--- src/rtl/bram_accessor_pkg.sv ---
// Shared definitions for the BRAM burst reader: FSM encoding and read-buffer sizing.
package bram_accessor_pkg;

    typedef enum logic [1:0] {
        S_IDLE  = 2'd0,
        S_READ  = 2'd1,
        S_DRAIN = 2'd2,
        S_DONE  = 2'd3
    } state_e;

    localparam int FIFO_DEPTH = 2;
    localparam int FIFO_CNT_W = $clog2(FIFO_DEPTH + 1);
    localparam int FIFO_PTR_W = $clog2(FIFO_DEPTH);

endpackage

--- src/rtl/bram_rd_fifo.sv ---
// Small read-data buffer between the BRAM and the output stream; flush wins over push/pop.
module bram_rd_fifo
    import bram_accessor_pkg::*;
#(
    parameter int DATA_WIDTH = 32
) (
    input  logic                  clk,
    input  logic                  rst_n,
    input  logic                  push,
    input  logic [DATA_WIDTH-1:0] push_data,
    input  logic                  pop,
    input  logic                  flush,
    output logic [FIFO_CNT_W-1:0] count,
    output logic [DATA_WIDTH-1:0] data
);

    logic [FIFO_DEPTH-1:0][DATA_WIDTH-1:0] mem_q, mem_d;
    logic [FIFO_PTR_W-1:0] wr_q, wr_d, rd_q, rd_d;
    logic [FIFO_CNT_W-1:0] cnt_q, cnt_d;

    always_comb begin
        mem_d = mem_q;
        wr_d  = wr_q;
        rd_d  = rd_q;
        cnt_d = cnt_q;
        if (flush) begin
            wr_d  = '0;
            rd_d  = '0;
            cnt_d = '0;
        end else begin
            if (push) begin
                mem_d[wr_q] = push_data;
                wr_d        = wr_q + 1'b1;
            end
            if (pop) rd_d = rd_q + 1'b1;
            cnt_d = cnt_q + FIFO_CNT_W'(push) - FIFO_CNT_W'(pop);
        end
    end

    always_ff @(posedge clk or negedge rst_n) begin
        if (!rst_n) begin
            mem_q <= '0;
            wr_q  <= '0;
            rd_q  <= '0;
            cnt_q <= '0;
        end else begin
            mem_q <= mem_d;
            wr_q  <= wr_d;
            rd_q  <= rd_d;
            cnt_q <= cnt_d;
        end
    end

    assign count = cnt_q;
    assign data  = mem_q[rd_q];

endmodule

--- src/rtl/bram_read_ctrl.sv ---
// Burst reader: issues len BRAM reads from base (wrapping) and streams the words out
// through a 2-deep buffer with valid/ready flow control.
module bram_read_ctrl
    import bram_accessor_pkg::*;
#(
    parameter int ADDR_WIDTH = 7,
    parameter int DATA_WIDTH = 32
) (
    input  logic                  clk,
    input  logic                  rst_n,
    input  logic                  start_i,
    input  logic [ADDR_WIDTH-1:0] base_addr_i,
    input  logic [ADDR_WIDTH:0]   len_i,
    input  logic                  abort_i,
    output logic                  bram_en_o,
    output logic [ADDR_WIDTH-1:0] bram_addr_o,
    input  logic [DATA_WIDTH-1:0] bram_rdata_i,
    output logic                  m_valid_o,
    output logic [DATA_WIDTH-1:0] m_data_o,
    input  logic                  m_ready_i,
    output logic                  busy_o,
    output logic                  done_o
);

    localparam int CW = ADDR_WIDTH + 1;

    state_e                state_q, state_d;
    logic [ADDR_WIDTH-1:0] base_q, base_d, addr_q, addr_d;
    logic [CW-1:0]         len_q, len_d, issued_q, issued_d, accepted_q, accepted_d;
    logic                  rd_vld_q, rd_vld_d;
    logic [FIFO_CNT_W-1:0] fifo_count;
    logic [FIFO_CNT_W:0]   occ;
    logic                  pop, flush, room;

    bram_rd_fifo #(.DATA_WIDTH(DATA_WIDTH)) u_fifo (
        .clk       (clk),
        .rst_n     (rst_n),
        .push      (rd_vld_q),
        .push_data (bram_rdata_i),
        .pop       (pop),
        .flush     (flush),
        .count     (fifo_count),
        .data      (m_data_o)
    );

    assign m_valid_o = (fifo_count != '0);
    assign pop       = m_valid_o & m_ready_i;
    assign busy_o    = (state_q != S_IDLE);
    assign done_o    = (state_q == S_DONE);

    // Buffered words plus the one read whose data lands this cycle, less this cycle's pop.
    assign occ  = {1'b0, fifo_count} + (FIFO_CNT_W+1)'(rd_vld_q);
    assign room = occ < ((FIFO_CNT_W+1)'(FIFO_DEPTH) + (FIFO_CNT_W+1)'(pop));

    always_comb begin
        state_d     = state_q;
        base_d      = base_q;
        len_d       = len_q;
        issued_d    = issued_q;
        accepted_d  = accepted_q;
        addr_d      = addr_q;
        rd_vld_d    = 1'b0;
        flush       = 1'b0;
        bram_en_o   = 1'b0;
        bram_addr_o = addr_q;
        if (pop) accepted_d = accepted_q + CW'(1);

        case (state_q)
            S_IDLE: begin
                if (start_i && !abort_i) begin
                    base_d     = base_addr_i;
                    len_d      = len_i;
                    issued_d   = '0;
                    accepted_d = '0;
                    state_d    = (len_i == '0) ? S_DONE : S_READ;
                end
            end
            S_READ: begin
                if ((issued_q != len_q) && room) begin
                    bram_en_o   = 1'b1;
                    bram_addr_o = base_q + issued_q[ADDR_WIDTH-1:0];
                    addr_d      = bram_addr_o;
                    issued_d    = issued_q + CW'(1);
                    rd_vld_d    = 1'b1;
                    if (issued_d == len_q) state_d = S_DRAIN;
                end
            end
            S_DRAIN: begin
                if (pop && (accepted_d == len_q)) state_d = S_DONE;
            end
            S_DONE:  state_d = S_IDLE;
            default: state_d = S_IDLE;
        endcase

        // Abort pre-empts everything, including a read that would issue this cycle.
        if (abort_i && (state_q != S_IDLE)) begin
            state_d     = S_IDLE;
            flush       = 1'b1;
            rd_vld_d    = 1'b0;
            bram_en_o   = 1'b0;
            bram_addr_o = addr_q;
            addr_d      = addr_q;
            issued_d    = issued_q;
        end
    end

    always_ff @(posedge clk or negedge rst_n) begin
        if (!rst_n) begin
            state_q    <= S_IDLE;
            base_q     <= '0;
            len_q      <= '0;
            issued_q   <= '0;
            accepted_q <= '0;
            addr_q     <= '0;
            rd_vld_q   <= 1'b0;
        end else begin
            state_q    <= state_d;
            base_q     <= base_d;
            len_q      <= len_d;
            issued_q   <= issued_d;
            accepted_q <= accepted_d;
            addr_q     <= addr_d;
            rd_vld_q   <= rd_vld_d;
        end
    end

endmodule
--- config.mk ---
export PLATFORM = sky130hd
export DESIGN_NAME = bram_read_ctrl
export DESIGN_NICKNAME = d
export VERILOG_FILES = /design/src/rtl/bram_accessor_pkg.sv /design/src/rtl/bram_rd_fifo.sv /design/src/rtl/bram_read_ctrl.sv
export SDC_FILE = /design/constraint.sdc
export NUM_CORES = 1
export LEC_CHECK = 0
export CAP_MARGIN = 20
export CORE_ASPECT_RATIO = 2
export CORE_UTILIZATION = 50
export CTS_BUF_LIST = sky130_fd_sc_hd__clkbuf_8 sky130_fd_sc_hd__clkbuf_16
export CTS_CLUSTER_SIZE = 24
export DETAILED_ROUTE_END_ITERATION = 6
export PLACE_DENSITY = 0.85
export SYNTH_ARGS = -nofsm -noshare
export SYNTH_HDL_FRONTEND = slang
export SYNTH_SLANG_ARGS = --single-unit
--- constraint.sdc ---
create_clock -name clk -period 3 [get_ports clk]
set_input_delay 0.6 -clock clk [delete_from_list [all_inputs] [get_ports clk]]
set_output_delay 0.6 -clock clk [all_outputs]
set_load 0.01 [all_outputs]
After elaboration in Yosys (flattened, before gate mapping)
Index checks and enable logic that the tools add are counted.
- flip-flop bits (word level): 109
- latch bits: 0
- RAM bits: 0
- ROM bits: 0
- bits of input ports: 52
- output and inout port bits: 43
- word-level logic and storage cells: 87
- memories: 0
- $add $sub $neg: 9
- multipliers: 0
- div/mod/pow operators: 0
- magnitude comparators: 4
- equality and inequality tests: 12
- shift-type cells: 0
- mux-type cells: 30
- bitwise logic cells: 3
- reductions and logical operators: 17
- operators by type and width (operator ; number):
    32-bit two-way mux ; 3
    64-bit bitwise mux ; 1
    8-bit two-way mux ; 5
    32-bit demux with 1-bit select ; 1
    7-bit two-way mux ; 3
    8-bit by 1-bit adder with 8-bit output, second input constant ; 2
    8-bit equality test ; 2
    8-bit case mux with 2 select lines ; 1
    2-bit two-way mux ; 7
    3-bit inequality test, second input constant ; 4
    2-bit nonzero test ; 5
    8-bit zero test ; 1
    1-bit two-way mux ; 8
    8-bit inequality test ; 1
    2-bit case mux with 4 select lines ; 1
    4-bit AND reduction ; 2
    7-bit adder ; 1
    1-bit logical AND ; 5
    2-bit equality test, second input constant ; 2
    1-bit by 2-bit < comparator with 1-bit output, second input constant ; 2
    2-bit inequality test, second input constant ; 2
    2-bit AND reduction ; 2
    2-bit by 1-bit adder with 3-bit output ; 1
    2-bit by 1-bit adder with 3-bit output, first input constant ; 1
    10 further kinds ; 12

Logic depth before layout (Yosys ltp)
- depth in word-level cells: 8
- mapped depth: 10

Cells and area by module
A second synthesis with hierarchy kept.
- cells, all modules: 469
- area, all modules: 5532.8 um2
- by module, submodules not included (module ; instances ; cells each ; area an instance (um2) ; seq. area each (um2)):
    bram_rd_fifo ; 1 ; 187 ; 2999.1 ; 1701.6
    bram_read_ctrl ; 1 ; 282 ; 2533.7 ; 1026.0

Worst setup path before layout
OpenSTA, ideal clock, no wires.
- kind: register to output
- from: register rd_vld_q
- to: output port bram_addr_o[0]
- data arrival time: 2.053 ns
- data required time: 2.400 ns
- path slack: 0.347 ns
- stages on the path, launching flop included: 8
- path buffers: 1
- path through: dfrtp_1 -> ha_1 -> ha_1 -> o21a_1 -> a211oi_4 -> and3_1 -> buf_2 -> mux2_1
- cells in the longest elaborated chain, start to end: 6
- RTL lines (element ; line ; RTL):
    start, declared ; bram_read_ctrl.sv:30 ; logic rd_vld_q, rd_vld_d;
    start signal, assigned ; bram_read_ctrl.sv:123 ; rd_vld_q <= rd_vld_d;
    2-bit by 1-bit adder with 3-bit output ; bram_read_ctrl.sv:52 ; assign occ = {1'b0, fifo_count} + (FIFO_CNT_W+1)'(rd_vld_q);
    3-bit < comparator ; bram_read_ctrl.sv:53 ; assign room = occ < ((FIFO_CNT_W+1)'(FIFO_DEPTH) + (FIFO_CNT_W+1)'(pop));
    1-bit logical AND ; bram_read_ctrl.sv:79 ; if ((issued_q != len_q) && room) begin
    7-bit two-way mux ; bram_read_ctrl.sv:79 ;
    7-bit two-way mux ; bram_read_ctrl.sv:68 ; case (state_q)
    7-bit two-way mux ; bram_read_ctrl.sv:96 ; if (abort_i && (state_q != S_IDLE)) begin
    end, declared ; bram_read_ctrl.sv:16 ; output logic [ADDR_WIDTH-1:0] bram_addr_o,
No other way between the ends.

Worst setup path in the final report
- from: register issued_q[2]
- to: output port bram_addr_o[5]
- cells in the longest elaborated chain, start to end: 5
- elaborated cells between the ends (all ways): 6
- those cells by class: add/sub (1); eq/ne (1); mux (3); reduce/logical (1)
- RTL lines (element ; line ; RTL):
    start, declared ; bram_read_ctrl.sv:29 ; logic [CW-1:0] len_q, len_d, issued_q, issued_d, accepted_q, accepted_d;
    start signal, assigned ; bram_read_ctrl.sv:120 ; issued_q <= issued_d;
    parallel branches: the longest is 2 deep, another holds 7-bit adder ; -- ;
    7-bit two-way mux (*) ; bram_read_ctrl.sv:79 ;
    7-bit two-way mux (*) ; bram_read_ctrl.sv:68 ;
    7-bit two-way mux (*) ; bram_read_ctrl.sv:96 ;
Every way passes the cells marked *.

==> flow_metrics.env <==
export IMPL_outcome="complete, no violations"
export IMPL_crit_family="flip-flops"
export IMPL_hold_class="input port to async pin"
export IMPL_core_area_sq_um=10600
export IMPL_grt_use_total_pct=23.2
export IMPL_ys_warn_count=0
export IMPL_skew_ns=0.00831
export IMPL_path_class="flip-flop to output pin"
export IMPL_dr_pass1_iters=5
export IMPL_ant_nets=0
export IMPL_rows=53
export IMPL_io_pins=95
export IMPL_yosysUniqueCellTypes=50
export IMPL_vias=4021
export IMPL_finalNonFillerCells=719
export IMPL_start_util_pct=52.0
export IMPL_synth_flop_cell="dfrtp_1"
export IMPL_ys_ff_latch=109
export IMPL_finalHoldViolCount=0
export IMPL_synth_top_area_share_pct=49.4
export IMPL_gp_congestion=0.890
export IMPL_wirelength_microns=13100
export IMPL_cp_buffers_inverters=3
export IMPL_wl_per_cell_microns=18.2
export IMPL_min_period_ns=2.96
export IMPL_rr_worst_depth=9
export IMPL_cp_common_cell="buf_6"
export IMPL_grt_max_degree=110
export IMPL_cp_startpoint="issued_q[2]$_DFFE_PN0P_"
export IMPL_drive_gt1_share_pct=34.5
export IMPL_io_buffers=94
export IMPL_synth_nets=518
export IMPL_fin_crit_sh_pct=98.6
export IMPL_fin_setup_tns_ns=0
export IMPL_area_growth_pct=30.8
export IMPL_h_tree_depth=3
export IMPL_finalSetupViolCount=0
export IMPL_critPathMaxFanout=6
export IMPL_viasPerCell=5.59
export IMPL_die_height_microns=151
export IMPL_finalNetCount=646
export IMPL_hold_ws_ns=0.296
export IMPL_synth_area_leaders="dfrtp_1 (49%), mux2_2 (22%), ha_1 (3.6%)"
export IMPL_worstReg2RegEnd="state_q[0]$_DFFE_PN0P_"
export IMPL_grt_pass1_vias=4423
export IMPL_p_leak_uw=0.00316
export IMPL_layout_commonest_cell="mux2_2"
export IMPL_syn_inst=449
export IMPL_slew_headroom_pct=59.8
export IMPL_syn_area_sq_um=5520
export IMPL_drt_iter0_drc=207
export IMPL_r2r_start="issued_q[0]$_DFFE_PN0P_"
export IMPL_vdd_drop_max_v=0.000662
export IMPL_drv_cap=0
export IMPL_die_area_sq_um=11500
export IMPL_cts_clk_slew_worst_paths_ns=0.08
export IMPL_crit_end="bram_addr_o[5]"
export IMPL_final_cell_mix="mux2_2 (110), dfrtp_1 (109), clkdlybuf4s50_1 (84)"
export IMPL_cp_start_kind="flip-flop"
export IMPL_hpwlAfterDp_microns=9290
export IMPL_clk_latency_ns=0.35
export IMPL_grt_pass1_wl_microns=20700
export IMPL_drc=0
export IMPL_cts_tree="yes"
export IMPL_numCtsBuffers=9
export IMPL_antenna_cells=0
export IMPL_cts_sinks=109
export IMPL_synth_edf_count=0
export IMPL_worst_setup_path_end_kind="output pin"
export IMPL_worstPathCellList="xor2_1, nor4_1, buf_4, a211oi_4, and3_4, buf_6, mux2_4, buf_6"
export IMPL_grt_overflow_total=0
export IMPL_slowest_delay_ns=0.44
export IMPL_die_w_microns=76.3
export IMPL_cellPowerDensity_nw_per_um2=1070
export IMPL_avgSynthCellArea_sq_um=12.3
export IMPL_cp_data_required_time_ns=2.40
export IMPL_root_buffer="clkbuf_16"
export IMPL_async_flop_share_pct=100
export IMPL_critical_path_slowest_cell="dfrtp_1"
export IMPL_antenna_found_initial=0
export IMPL_reg2reg_setup_slack_ns=0.26
export IMPL_timing_fmax_mhz=338
export IMPL_dp_cells=698
export IMPL_worstPathArrival_ns=2.36
export IMPL_synth_area_leader_cell="dfrtp_1"
export IMPL_clk_path_buf_depth=2
export IMPL_worst_slew_pin_slew_ns=0.604
export IMPL_path_depth=8
export IMPL_synth_seq_area_share_pct=49.4
export IMPL_slew_viol_final=0
==> cell families (layout without fill, tap and decap cells) <==
group                    count (synthesis)  count (layout)  synth area share, %
multiplexers                           118             118                 24.0
flip-flops                             109             109                 49.4
AND/OR/NAND/NOR                         85              85                 7.73
AO/OA/AOI/OAI                           51              51                 6.51
XOR/XNOR                                36              36                 5.85
buffers and inverters                   33             166                 2.52
adder cells (fa/ha/maj)                 17              17                 3.99
==> layout make-up <==
| class | instances | area, sq um |
|---|---|---|
| Sequential cell | 109 | 2730 |
| Inverter | 15 | 56.3 |
| Clock buffer | 10 | 239 |
| Fill cell | 806 | 3390 |
| Timing Repair Buffer | 135 | 1250 |
| Multi-Input combinational cell | 307 | 2720 |
| Tap cell | 137 | 171 |
| Clock inverter | 6 | 57.6 |
==> registers in the layout (all words and copies together) (netlist names) <==
register,cells
rd_vld_q,1
u_fifo.mem_q,64
u_fifo.rd_q,1
len_q,8
issued_q,8
accepted_q,8
state_q,2
addr_q,7
base_q,7
u_fifo.count,2
u_fifo.wr_q,1
==> cell usage after synthesis (3+ instances only) <==
cell type and count:
a21o_1 4, a21oi_1 8, a31oi_1 5, and3_1 5, buf_2 3, clkbuf_1 11
dfrtp_1 109, ha_1 16, inv_1 14, mux2_1 5, mux2_2 110, mux2i_1 3
nand2_1 15, nand2b_1 5, nand3_1 9, nor2_1 30, nor3_1 4, nor4_1 5
o21ai_0 11, o21ai_2 3, o31ai_1 3, o41ai_1 3, xnor2_1 19, xor2_1 16
==> report_power, final <==
part           switching [uW]  internal (uW)  leakage (uW)  total, uW
combinational            1720           2300       0.00168       4020
sequential                391           2140       0.00134       2530
clock                     575            602      0.000138       1180
total                    2690           5040       0.00316       7730
==> layer usage <==
layer	track usage, %	wire, microns	up-vias
li1	-	-	1841
met1	24.0	4750	1992
met2	43.8	7280	141
met3	3.52	479	47
met4	13.7	574	0
met5	0	0	-
==> worst min-delay path by stage <==
stage               cells after the start                      end  slack (ns)
floorplan                               0  accepted_q[0]$_DFF_PN0_        0.30
global placement                        1      addr_q[3]$_DFF_PN0_        0.47
detailed placement                      1      addr_q[0]$_DFF_PN0_        0.47
CTS                                     2      addr_q[6]$_DFF_PN0_        0.35
global route                            2    base_q[6]$_DFFE_PN0P_        0.37
finish                                  2      addr_q[6]$_DFF_PN0_        0.30
==> through the flow <==
| step | instance area [sq um] | worst slack [ns] | power, uW | utilization, % |
|---|---|---|---|---|
| after floorplan | 5520 | 0.347 | 4710 | - |
| after global placement | 6830 | -0.401 | 6250 | 64.4 |
| after detailed placement | 6830 | -0.431 | 6420 | 64.4 |
| after CTS | 7140 | -0.0374 | 7640 | 67.3 |
| after global routing | 7220 | -0.0142 | 8160 | 68.0 |
| final | 7220 | 0.0413 | 7730 | 68.0 |
==> timing repair <==
action                                  in CTS  in global routing
pin swaps                                    2                  8
endpoints found under the setup margin       8                  7
hold buffers                                 0                  0
setup buffers                                0                  5
gates resized for setup                     37                 12
(Power assumes the default switching activity.)
